### src/rtl/seq_pattern_tx_pkg.sv
// ----------------------------------------------------------------------------
// seq_pattern_tx_pkg
//   Shared types and defaults for the serial pattern transmitter.
//   - state_t     : transmitter FSM state encoding
//   - DEF_*       : default parameter values for WIDTH / LEN_W / CNT_W
//   - gap_w()     : width of the inter-pass gap counter (never below 1 bit)
// ----------------------------------------------------------------------------
package seq_pattern_tx_pkg;

    typedef enum logic [1:0] {
        IDLE  = 2'b00,
        SHIFT = 2'b01,
        GAP   = 2'b10,
        DONE  = 2'b11
    } state_t;

    localparam int DEF_WIDTH = 16;
    localparam int DEF_LEN_W = 5;
    localparam int DEF_CNT_W = 4;

    // A zero-length gap still needs a 1-bit counter so the vector is legal.
    function automatic int gap_w(input int cycles);
        return (cycles < 1) ? 1 : $clog2(cycles + 1);
    endfunction

endpackage

### src/rtl/seq_pattern_shreg.sv
// ----------------------------------------------------------------------------
// seq_pattern_shreg
//   Loadable WIDTH-bit left shifter holding the pattern left-aligned, so the
//   bit to transmit next always sits at the MSB. A saved copy allows the
//   pattern to be replayed for repeat passes without re-sampling the inputs.
//
//   Ports:
//     clk, reset  rising-edge clock, asynchronous active-high reset
//     en          clock enable; nothing changes while low
//     load        capture pattern/nbits (first bit leaves at this same edge)
//     shift       advance to the next lower bit
//     reload      restart the saved pattern (first bit leaves at this edge)
//     pattern     parallel pattern, bit nbits-1 is sent first
//     nbits       pass length, already saturated to 0..WIDTH
//     msb         bit to present at the coming edge
//     last_bit    the bit currently on the line is bit 0 of the pass
// ----------------------------------------------------------------------------
module seq_pattern_shreg
    import seq_pattern_tx_pkg::*;
#(
    parameter int WIDTH = DEF_WIDTH,
    parameter int LEN_W = DEF_LEN_W
) (
    input  logic             clk,
    input  logic             reset,
    input  logic             en,
    input  logic             load,
    input  logic             shift,
    input  logic             reload,
    input  logic [WIDTH-1:0] pattern,
    input  logic [LEN_W-1:0] nbits,
    output logic             msb,
    output logic             last_bit
);

    logic [WIDTH-1:0] aligned;
    logic [WIDTH-1:0] saved_q;
    logic [WIDTH-1:0] work_q;
    logic [LEN_W-1:0] len_q;
    logic [LEN_W-1:0] idx_q;

    // Push bit nbits-1 up to the MSB; LEN_W is wide enough to hold WIDTH.
    assign aligned = pattern << (LEN_W'(WIDTH) - nbits);

    // NOTE: sequential state uses non-blocking (<=) so every register samples
    // the pre-edge values regardless of statement order.
    // NOTE: the pattern stores are reset as well, so msb and last_bit are
    // defined from the first cycle out of reset.
    always_ff @(posedge clk or posedge reset) begin
        if (reset) begin
            saved_q <= '0;
            work_q  <= '0;
            len_q   <= '0;
            idx_q   <= '0;
        end else if (en) begin
            if (load) begin
                // The MSB leaves at this edge, so the working copy starts
                // already shifted by one.
                saved_q <= aligned;
                work_q  <= aligned << 1;
                len_q   <= nbits;
                idx_q   <= nbits - LEN_W'(1);
            end else if (reload) begin
                work_q <= saved_q << 1;
                idx_q  <= len_q - LEN_W'(1);
            end else if (shift) begin
                work_q <= work_q << 1;
                idx_q  <= idx_q - LEN_W'(1);
            end
        end
    end

    // On load/reload the outgoing bit is not yet in work_q; bypass it.
    assign msb      = load   ? aligned[WIDTH-1] :
                      reload ? saved_q[WIDTH-1] : work_q[WIDTH-1];
    assign last_bit = (idx_q == '0);

endmodule

### src/rtl/seq_pattern_tx.sv
// ----------------------------------------------------------------------------
// seq_pattern_tx
//   Serial pattern transmitter driving the single-bit sequence-detector
//   interface. Sends nbits of pattern MSB-first, one bit per enabled clock,
//   for repeats+1 passes, with GAP_CYCLES idle cycles between passes.
//
//   Ports:
//     clk      rising-edge clock
//     reset    asynchronous active-high reset; aborts any transmission
//     en       clock enable; when low all state and outputs hold
//     start    request transmission, sampled only in IDLE with en=1
//     pattern  WIDTH-bit pattern, bit nbits-1 sent first
//     nbits    bits per pass, 0..WIDTH (larger values saturate to WIDTH)
//     repeats  number of additional passes (0 = single pass)
//     xout     registered serial data (to detector xin)
//     valid    xout carries a pattern bit this cycle
//     busy     transmission in progress
//     done     one-cycle completion pulse (stretched while en=0)
// ----------------------------------------------------------------------------
module seq_pattern_tx
    import seq_pattern_tx_pkg::*;
#(
    parameter int WIDTH      = DEF_WIDTH,
    parameter int LEN_W      = DEF_LEN_W,
    parameter int CNT_W      = DEF_CNT_W,
    parameter int GAP_CYCLES = 0
) (
    input  logic             clk,
    input  logic             reset,
    input  logic             en,
    input  logic             start,
    input  logic [WIDTH-1:0] pattern,
    input  logic [LEN_W-1:0] nbits,
    input  logic [CNT_W-1:0] repeats,
    output logic             xout,
    output logic             valid,
    output logic             busy,
    output logic             done
);

    localparam int                GAP_W    = gap_w(GAP_CYCLES);
    // The entering edge already counts as the first gap cycle.
    localparam logic [GAP_W-1:0] GAP_LOAD = GAP_W'((GAP_CYCLES > 0) ? GAP_CYCLES - 1 : 0);

    state_t           state;
    logic [CNT_W-1:0] pass_cnt;
    logic [GAP_W-1:0] gap_cnt;
    logic [LEN_W-1:0] nbits_sat;

    logic accept;
    logic do_shift;
    logic do_reload;
    logic more_passes;
    logic shreg_msb;
    logic last_bit;

    assign nbits_sat = (nbits > LEN_W'(WIDTH)) ? LEN_W'(WIDTH) : nbits;

    // Per-state decode shared by the FSM and the shifter.
    // NOTE: every always_comb output gets a default first so no path through
    // the case leaves a signal unassigned (which would infer a latch).
    always_comb begin
        accept      = 1'b0;
        do_shift    = 1'b0;
        do_reload   = 1'b0;
        more_passes = 1'b0;
        case (state)
            IDLE:  accept = start;
            SHIFT: begin
                if (!last_bit) begin
                    do_shift = 1'b1;
                end else if (pass_cnt != '0) begin
                    more_passes = 1'b1;
                    do_reload   = (GAP_CYCLES == 0);
                end
            end
            GAP:   do_reload = (gap_cnt == '0);
            default: ;
        endcase
    end

    seq_pattern_shreg #(
        .WIDTH (WIDTH),
        .LEN_W (LEN_W)
    ) u_shreg (
        .clk      (clk),
        .reset    (reset),
        .en       (en),
        .load     (accept),
        .shift    (do_shift),
        .reload   (do_reload),
        .pattern  (pattern),
        .nbits    (nbits_sat),
        .msb      (shreg_msb),
        .last_bit (last_bit)
    );

    always_ff @(posedge clk or posedge reset) begin
        if (reset) begin
            state    <= IDLE;
            pass_cnt <= '0;
            gap_cnt  <= '0;
            xout     <= 1'b0;
            valid    <= 1'b0;
            busy     <= 1'b0;
            done     <= 1'b0;
        end else if (en) begin
            done <= 1'b0;
            case (state)
                IDLE: begin
                    if (accept) begin
                        pass_cnt <= repeats;
                        if (nbits_sat == '0) begin
                            state <= DONE;
                            xout  <= 1'b0;
                            valid <= 1'b0;
                            done  <= 1'b1;
                        end else begin
                            state <= SHIFT;
                            xout  <= shreg_msb;
                            valid <= 1'b1;
                            busy  <= 1'b1;
                        end
                    end
                end
                SHIFT: begin
                    if (!last_bit) begin
                        xout <= shreg_msb;
                    end else if (more_passes) begin
                        pass_cnt <= pass_cnt - CNT_W'(1);
                        if (GAP_CYCLES == 0) begin
                            // Next pass MSB follows bit 0 with no bubble.
                            xout <= shreg_msb;
                        end else begin
                            state   <= GAP;
                            gap_cnt <= GAP_LOAD;
                            xout    <= 1'b0;
                            valid   <= 1'b0;
                        end
                    end else begin
                        state <= DONE;
                        xout  <= 1'b0;
                        valid <= 1'b0;
                        busy  <= 1'b0;
                        done  <= 1'b1;
                    end
                end
                GAP: begin
                    if (gap_cnt == '0) begin
                        state <= SHIFT;
                        xout  <= shreg_msb;
                        valid <= 1'b1;
                    end else begin
                        gap_cnt <= gap_cnt - GAP_W'(1);
                    end
                end
                DONE:    state <= IDLE;
                default: state <= IDLE;
            endcase
        end
    end

endmodule

### config.mk
export PLATFORM = sky130hd
export DESIGN_NAME = seq_pattern_tx
export DESIGN_NICKNAME = d
export VERILOG_FILES = /design/src/rtl/seq_pattern_tx_pkg.sv /design/src/rtl/seq_pattern_shreg.sv /design/src/rtl/seq_pattern_tx.sv
export SDC_FILE = /design/constraint.sdc
export NUM_CORES = 1
export LEC_CHECK = 0
export ABC_AREA = 1
export CAP_MARGIN = 10
export CORE_MARGIN = 3
export CORE_UTILIZATION = 52
export CTS_CLUSTER_SIZE = 25
export DETAILED_ROUTE_END_ITERATION = 16
export HOLD_SLACK_MARGIN = 0.03
export PLACE_DENSITY = 0.81
export SYNTH_ARGS = -nofsm -noshare
export SYNTH_HDL_FRONTEND = slang
export SYNTH_SLANG_ARGS = --single-unit
### constraint.sdc
create_clock -name clk -period 1.9 [get_ports clk]
set_input_delay 0.38 -clock clk [delete_from_list [all_inputs] [get_ports clk]]
set_output_delay 0.38 -clock clk [all_outputs]
set_load 0.05 [all_outputs]
==> impl_metrics.json, run 1 <==
{
  "layout.cells.non_filler": 675,
  "clock-skew-final_ps": 9.53,
  "grt_pass1_vias": 3678,
  "status": "complete, but fails checks",
  "dr.pass1.iters": 6,
  "synth_edf_count": 0,
  "ys.warnings.count": 0,
  "path_buf_inv": 0,
  "place_congestion": 0.844,
  "setup_viol": 1,
  "leakagePower_nw": 2.35,
  "drtAntennaViolNets": 0,
  "required_ps": 2120,
  "drt_wl_total_microns": 9590,
  "globalRouteMet1Util": 0.306,
  "synthesis.nets": 535,
  "clk_latency_ps": 320,
  "antenna_found_initial": 0,
  "core-area_sq_mm": 0.00646,
  "p_per_area_mw_per_mm2": 1390,
  "grt_pass1_wl_microns": 16000,
  "power_mw": 6.68,
  "final-max-slew-violation-count": 0,
  "cts.path.max_buffers": 2,
  "num_rows": 29,
  "grtUsageMet2": 0.489,
  "tritoncts": "built",
  "start_util": 0.548,
  "grt-ovfl-total": 0,
  "wl_per_cell_microns": 14.2,
  "rsz0062_at_grt": "true",
  "arrival_ps": 2130,
  "period_share": 1.00,
  "num_vias": 3756,
  "yosysUniqueCellTypes": 43,
  "place_ws_ps": -747,
  "vias_per_cell": 5.56,
  "peakVddDrop_uv": 518,
  "cp_slowest_cell": "dfrtp_1",
  "rr_worst_depth": 11,
  "crit_path_cell_trace": "nor2_2 > nand2_2 > nor2_4 > nand4_4 > nand2_4 > nand2_1 > nand3_2 > nand2_1 > ha_2 > or2_1 > a31oi_1",
  "clk_pin_slew_ps": 100,
  "synth.avg_cell_area_sq_um": 7.12,
  "cpLargestDelayFamily": "simple AND/OR/NAND/NOR gates",
  "area_delta_synth_final_pct": 36.0,
  "critPathMaxFanout": 4,
  "drc_errors": 0,
  "ys_async_sr_fraction": 1.00,
  "pin_count": 33,
  "maxCapViolCount": 0,
  "grtUsageTotal": 0.258,
  "path_depth": 11,
  "fin_crit_ps": 1910,
  "die_x_microns": 88.5,
  "start_kind": "flop",
  "synth_ff_type": "dfrtp_1",
  "synth.ff_latch_count": 51,
  "hpwl_microns": 6580,
  "cp-startpoint": "u_shreg.idx_q[2]",
  "antenna_cells": 0,
  "cpMostUsedCell": "nand2_1",
  "hold_path.class": "in2async",
  "holdWs_ps": 421,
  "layout_setup_ws_ps": -7.54,
  "dieArea_sq_mm": 0.00783,
  "die_y_microns": 88.5,
  "crit_path_end": "u_shreg.idx_q[2]",
  "cts_htree_levels": 2,
  "crit_type": "reg2reg",
  "numCtsBuffers": 5,
  "first_iter_violations": 308,
  "io_buffer_count": 32,
  "maxSlewHeadroom": 0.662,
  "rr_endpoint": "u_shreg.idx_q[2]",
  "syn_inst": 497,
  "final_common_cell": "nand2_1",
  "hold_viol_final": 0,
  "clockRootBuffer": "clkbuf_8",
  "max_freq_mhz": 524,
  "syn_area_sq_mm": 0.00354,
  "violations": "negative setup slack",
  "endpoint_kind": "flop",
  "r2r-start": "u_shreg.idx_q[2]",
  "rrSetupSlack_ps": -8,
  "final_cell_mix": "144 x nand2_1, 76 x buf_4, 51 x dfrtp_1, 45 x o21ai_0, 31 x nand3_1",
  "seq_area_frac_synth": 0.361,
  "layout-drive-gt1-share": 0.296,
  "worst_slew_pin_slew_ps": 506,
  "met3_usage": 0.0363,
  "grt_max_degree": 52,
  "dp.cells": 649,
  "slowest_delay_ps": 400,
  "clock_sinks": 51,
  "grt-busiest-layer": "met2",
  "final_util": 0.745,
  "nNetsFinal": 635
}
## worst min path at each step
stage                               endpoint  slack (ps)
after floorplan             u_shreg.len_q[3]         440
after global placement    u_shreg.saved_q[2]         460
after detailed placement  u_shreg.work_q[10]         470
after CTS                  u_shreg.work_q[2]         430
after global routing       u_shreg.work_q[2]         430
final                      u_shreg.work_q[2]         420
## stage by stage
step	instance area, sq um	TNS, ps
finish	4810	-7.54
global placement	4390	-20980
global route	4810	-233
CTS	4750	0
detailed placement	4390	-23000
floorplan	3600	-279
## cell families after synthesis
group,Yosys count,synth area share
AND/OR/NAND/NOR,259,0.325
XOR/XNOR,3,0.0127
buffers and inverters,67,0.0884
adder cells (fa/ha/maj),9,0.0318
AO/OA/AOI/OAI,105,0.172
flip-flops,51,0.361
multiplexers,3,0.00884
## worst min-delay path, cell delays in order
cell and delay (ps):
clkdlybuf4s50_1 410, inv_2 70, buf_12 250
## layer usage
layer	share of wire	vias to the layer above
met1	0.42	1760
met3	0.059	16
met2	0.51	158
met5	0	-
li1	-	1822
met4	0.012	0
## flip-flops by register name, summed over array words and instances (netlist names), 2 cells and up
name / cells
pass_cnt: 4
state: 2
u_shreg.idx_q: 5
u_shreg.len_q: 5
u_shreg.saved_q: 16
u_shreg.work_q: 15
## repair_timing
item	in CTS	in global routing
endpoints found under the setup margin	39	31
hold buffers	0	0
cloned	1	0
setup buffers	15	4
pin swaps	15	18
gates resized for setup	39	28
hold endpoints to repair	0	0
## Yosys cell counts (2+ instances only)
cell type | number | area share
o21ai_1 | 16 | 0.023
nand3_1 | 38 | 0.054
nand2_1 | 152 | 0.16
nor3_1 | 2 | 0.0028
or2_2 | 7 | 0.012
a21oi_1 | 8 | 0.011
inv_2 | 5 | 0.0053
clkbuf_1 | 8 | 0.0085
dfrtp_1 | 51 | 0.36
o211ai_1 | 14 | 0.030
o21ai_0 | 49 | 0.069
buf_4 | 4 | 0.0085
nor2_1 | 39 | 0.041
nand2_2 | 4 | 0.0071
nand2_4 | 2 | 0.0064
ha_1 | 9 | 0.032
mux2i_1 | 2 | 0.0057
nor2_4 | 2 | 0.0064
inv_1 | 37 | 0.039
or2_1 | 2 | 0.0035
buf_2 | 5 | 0.0071
o21ai_2 | 6 | 0.015
nor2_2 | 4 | 0.0071
inv_4 | 2 | 0.0035
buf_6 | 3 | 0.0096
a31oi_1 | 9 | 0.016
## area by class of cell
class                           count  area [sq um]
Inverter                           45           193
Multi-Input combinational cell    379          2120
Clock buffer                        5          68.8
Sequential cell                    51          1280
Clock inverter                      3          47.5
Tap cell                           77          96.3
Timing Repair Buffer              115          1000
Fill cell                         465          1650
## power by group
part | internal, mW | total (mW) | switching, mW
sequential | 1.59 | 1.88 | 0.288
combinational | 1.77 | 4.01 | 2.24
clock | 0.400 | 0.792 | 0.392
total | 3.75 | 6.68 | 2.92
Power figures use the tool's default switching activity.
==> run 2, diff against run 1 <==
Settings changed: CORE_UTILIZATION 52 to 50, PLACE_DENSITY 0.81 to 0.79.
==> run 2 against run 1 <==
  * The run now ends clean
  * Critical path type unchanged
  * Largest power group unchanged
  * Highest routed layer unchanged
  * Core utilization decreased by 4.6 points
  * Final cell count increased by 1.8%
  * First-iteration DRC count decreased by 23%
  * Sequential power about the same
  * Routed wire length decreased by 3.8%
  * Critical path depth unchanged
==> impl_metrics.json, run 2 (same netlist as run 1, synthesis figures left out) <==
{
  "status": "finished, final reports clean",
  "peakVddDrop_uv": 604,
  "rsz0062_at_grt": "true",
  "wl_per_cell_microns": 13.4,
  "placed_area_sq_mm": 0.00445,
  "core-area_sq_mm": 0.00683,
  "maxCapViolCount": 0,
  "arrival_ps": 2080,
  "clock_sinks": 51,
  "first_iter_violations": 237,
  "final_util": 0.699,
  "antenna_cells": 0,
  "setup_viol": 0,
  "grtUsageTotal": 0.225,
  "cts.path.max_buffers": 2,
  "num_rows": 30,
  "final_common_cell": "nand2_1",
  "multiInputGateArea_sq_mm": 0.00214,
  "clockRootBuffer": "clkbuf_8",
  "grt_max_degree": 52,
  "final_cell_mix": "144 x nand2_1, 70 x buf_4, 51 x dfrtp_1, 41 x o21ai_0, 32 x nand3_1",
  "required_ps": 2140,
  "pin_count": 33,
  "clk_latency_ps": 300,
  "drt_wl_total_microns": 9220,
  "holdWs_ps": 424,
  "hpwl_microns": 6600,
  "die_y_microns": 90.1,
  "cpMostUsedCell": "nand2_2",
  "io_buffer_count": 32,
  "grt_pass1_vias": 3502,
  "layout-drive-gt1-share": 0.281,
  "crit_path_cell_trace": "nor2_2 > nand2_2 > nor2_4 > nand4_4 > nand2_4 > nand2_2 > nand3_2 > nand2_2 > ha_4 > or2_1 > a31oi_1",
  "largest_reg_flops": 16,
  "vias_per_cell": 5.33,
  "num_vias": 3665,
  "nNetsFinal": 628,
  "place_congestion": 0.955,
  "dr.pass1.iters": 5,
  "numCtsBuffers": 5,
  "die_x_microns": 90.1,
  "clock-skew-final_ps": 6.27,
  "cts_htree_levels": 2,
  "grt_pass1_wl_microns": 15400,
  "worst_slew_pin_slew_ps": 500,
  "tns_ps": 0,
  "antenna_found_initial": 0,
  "leakagePower_nw": 2.29,
  "final-max-slew-violation-count": 0,
  "hold_viol_final": 0,
  "power_mw": 6.53,
  "max_freq_mhz": 542,
  "drtAntennaViolNets": 0,
  "fin_crit_ps": 1850,
  "slowest_delay_ps": 400,
  "fill_cells": 554,
  "crit_type": "reg2reg",
  "tritoncts": "built",
  "critPathMaxFanout": 4,
  "cp_slowest_cell": "dfrtp_1",
  "regArea_sq_mm": 0.00128,
  "endpoint_kind": "flop",
  "start_util": 0.518,
  "maxSlewHeadroom": 0.666,
  "top_register": "u_shreg.saved_q",
  "area_delta_synth_final_pct": 34.9,
  "start_kind": "flop",
  "dieArea_sq_mm": 0.00812,
  "clk_pin_slew_ps": 100,
  "fin_area_sq_mm": 0.00477,
  "period_share": 0.971,
  "reg.largest.list": "u_shreg.saved_q: 16 flops, u_shreg.work_q: 15 flops",
  "p_per_area_mw_per_mm2": 1370,
  "hold_path.class": "in2async",
  "drc_errors": 0,
  "grt-ovfl-total": 0
}
## run 2: timing repair
action	CTS	global route
gates cloned	0	1
endpoints found under the setup margin	37	26
hold buffers	0	0
resized for setup	26	36
setup buffers	4	4
pin swaps	10	18
## run 2: routing by layer
metal | global-route usage | share of wire
met5 | 0 | 0
met4 | 0.0816 | 0.012
met3 | 0.0368 | 0.059
met2 | 0.380 | 0.50
met1 | 0.291 | 0.43
## run 2: through the flow
step / cells / setup WS (ps)
after global routing: 687 / -92.9
after floorplan: 497 / -51.8
after global placement: 672 / -659
after CTS: 683 / 15.4
after detailed placement: 672 / -736
final: 687 / 54.3
## run 2: worst max-delay path: cells and delay by family, from the launching register on
family                     cells  cell delay [ps]
adders and majority gates      1              170
AOI/OAI and AO/OA              1              120
DFF                            1              400
and+or+nand+nor                9             1080
## run 2: path summary, 6_finish.rpt
path	start	to	slack, ps	cells after the start
setup / recovery	u_shreg.idx_q[2]	u_shreg.idx_q[2]	50	11
hold / removal	reset	u_shreg.saved_q[3]	420	3
setup reg to reg	u_shreg.idx_q[2]	u_shreg.idx_q[2]	50	11
hold reg to reg	u_shreg.saved_q[5]	u_shreg.saved_q[5]	490	2
max in group asynchronous	reset	u_shreg.saved_q[15]	1220	3
min in group clk	nbits[1]	u_shreg.len_q[1]	480	4
## run 2: layout make-up
cell class                      count  area share
Clock inverter                      2     0.00734
Inverter                           45      0.0396
Multi-Input combinational cell    380       0.449
Timing Repair Buffer              107       0.195
Tap cell                           96      0.0252
Clock buffer                        6      0.0173
Sequential cell                    51       0.267
## run 2: report_power, final
part           switching (mW)  internal (mW)  leakage [nW]
clock network           0.371          0.427        0.0612
logic                    2.16           1.70          1.59
registers               0.281           1.59         0.636
total                    2.82           3.72          2.29
==> run 3, diff against run 2 <==
Settings changed: CORE_UTILIZATION 50 to 60, PLACE_DENSITY 0.79 to 0.88.
Clock period 1.9 ns to 2.33 ns, I/O delays scaled along.
==> run 3 against run 2 <==
  * Total power shrank 27%
  * Final cell count is 8.7% lower
  * First-iteration DRC count up 41%
  * Non-clock buffer count down 34
  * Global-route usage rose by 5.1 points
  * Final area down 9.4%
  * Sequential power shrank 18%
  * Register-to-register slack better by 130 ps
  * Worst setup slack improved by 5.9 ps
  * Core utilization increased by 7.3 points
  * Combinational power shrank 30%
  * Largest cell class unchanged
  * Highest routed layer unchanged
==> impl_metrics.json, run 3 (same netlist as run 1, synthesis figures left out) <==
{
  "tritoncts": "built",
  "layout_setup_ws_ps": 60.2,
  "maxCapViolCount": 0,
  "rrSetupSlack_ps": 180,
  "rsz0062_at_grt": "true",
  "status": "finished, final reports clean",
  "grt_pass1_vias": 3467,
  "io_buffer_count": 32,
  "drc_errors": 0,
  "peakVddDrop_uv": 689,
  "pin_count": 33,
  "worst_slew_pin_slew_ps": 694,
  "dp.cells": 617,
  "hold_path.class": "reg2reg",
  "cts.path.max_buffers": 2,
  "arrival_ps": 2510,
  "clock-skew-final_ps": 6.71,
  "grtUsageTotal": 0.276,
  "place_congestion": 0.916,
  "start_util": 0.631,
  "clockRootBuffer": "clkbuf_8",
  "grt-ovfl-total": 0,
  "clk_latency_ps": 310,
  "setup_viol": 0,
  "num_vias": 3559,
  "num_rows": 27,
  "dr.pass1.iters": 5,
  "period_share": 0.974,
  "dieArea_sq_mm": 0.00685,
  "clock_sinks": 51,
  "final-max-slew-violation-count": 0,
  "largest_reg_flops": 16,
  "nNetsFinal": 593,
  "required_ps": 2570,
  "grt_pass1_wl_microns": 14600,
  "final_common_cell": "nand2_1",
  "critPathMaxFanout": 15,
  "hpwl_microns": 6530,
  "reg.largest.list": "u_shreg.saved_q: 16 flops, u_shreg.work_q: 15 flops",
  "layout.cells.non_filler": 627,
  "fin_crit_ps": 2270,
  "top_register": "u_shreg.saved_q",
  "postCtsHoldBufs": 0,
  "final_cell_mix": "150 x nand2_1, 51 x dfrtp_1, 46 x o21ai_0, 37 x buf_4",
  "p_per_area_mw_per_mm2": 1100,
  "clk_pin_slew_ps": 90,
  "maxSlewHeadroom": 0.537,
  "start_kind": "primary input",
  "antenna_found_initial": 0,
  "crit_type": "in2reg",
  "grt_max_degree": 28,
  "fill_cells": 383,
  "area_delta_synth_final_pct": 22.3,
  "hold_viol_final": 0,
  "leakagePower_nw": 2.07,
  "max_freq_mhz": 441,
  "layout-drive-gt1-share": 0.187,
  "wl_per_cell_microns": 14.1,
  "first_iter_violations": 335,
  "drtAntennaViolNets": 0,
  "die_x_microns": 82.8,
  "drt_wl_total_microns": 8830,
  "die_y_microns": 82.8,
  "core-area_sq_mm": 0.00561,
  "antenna_cells": 0,
  "cts_htree_levels": 2,
  "numCtsBuffers": 5,
  "place_ws_ps": -408,
  "vias_per_cell": 5.68,
  "endpoint_kind": "flop"
}
## run 3: changes by cell type in the layout (fill, tap and decap cells not counted), moves of 5 or more
cell,delta
o21ai_0,+5
nor2_1,+5
buf_4,-33
ha_4,-5
o21ai_1,-5
nor2_2,-8
inv_2,-6
inv_1,+5
nand2_1,+6
## run 3: worst paths after layout
check / startpoint / endpoint / cells after the start
worst max-delay path: nbits[1] / u_shreg.work_q[13] / 10
worst min register to register: u_shreg.len_q[3] / u_shreg.len_q[3] / 2
worst max register to register: state[1] / u_shreg.work_q[14] / 11
worst min-delay path: u_shreg.len_q[3] / u_shreg.len_q[3] / 2
min in group asynchronous: reset / u_shreg.saved_q[3] / 2
max in group asynchronous: reset / u_shreg.len_q[2] / 3
## run 3: report_power, final
part	internal (mW)	switching [mW]	total, mW
Sequential	1.29	0.237	1.53
Clock	0.206	0.304	0.511
Combinational	1.08	1.62	2.70
Total	2.58	2.16	4.74
## run 3: final cells by class
class	instances	area, sq um	share of cell area
Inverter	45	176	0.0408
Clock inverter	2	13.8	0.00318
Clock buffer	5	68.8	0.0159
Timing Repair Buffer	73	683	0.158
Tap cell	72	90.1	0.0208
Sequential cell	51	1280	0.295
Multi-Input combinational cell	379	2020	0.466
## run 3: stage by stage
step            util  cell area [sq um]  hold slack (ps)  TNS, ps  total power, mW
4_1_cts        0.756               4240              483    -11.1             4.63
5_1_grt        0.771               4330              522    -22.0             5.13
6_report       0.771               4330              486        0             4.74
2_1_floorplan      -               3540              443        0             3.34
3_5_place_dp   0.739               4140              461    -8710             4.12
3_3_place_gp   0.739               4140              459    -6050             3.98
## run 3: worst max-delay path: stages
cell             delay (ps)
clkdlybuf4s50_1         480
nand2_1                  80
ha_2                    330
clkinv_1                100
buf_12                  160
o21ai_0                 320
o21ai_2                 130
o21ai_1                 220
a21oi_1                 110
nor2_1                  110
## run 3: what timing repair did
item,4_1_cts,5_1_grt
gates cloned,0,1
setup endpoints to repair,6,30
pin swaps,0,1
gates resized for setup,2,26
setup buffers,1,1
## run 3: layer usage
metal	track usage	vias to the layer above	part of all wire
met4	0.134	0	0.028
met1	0.323	1645	0.42
met2	0.483	149	0.50
met5	0	-	0
li1	-	1735	-
met3	0.0529	30	0.057
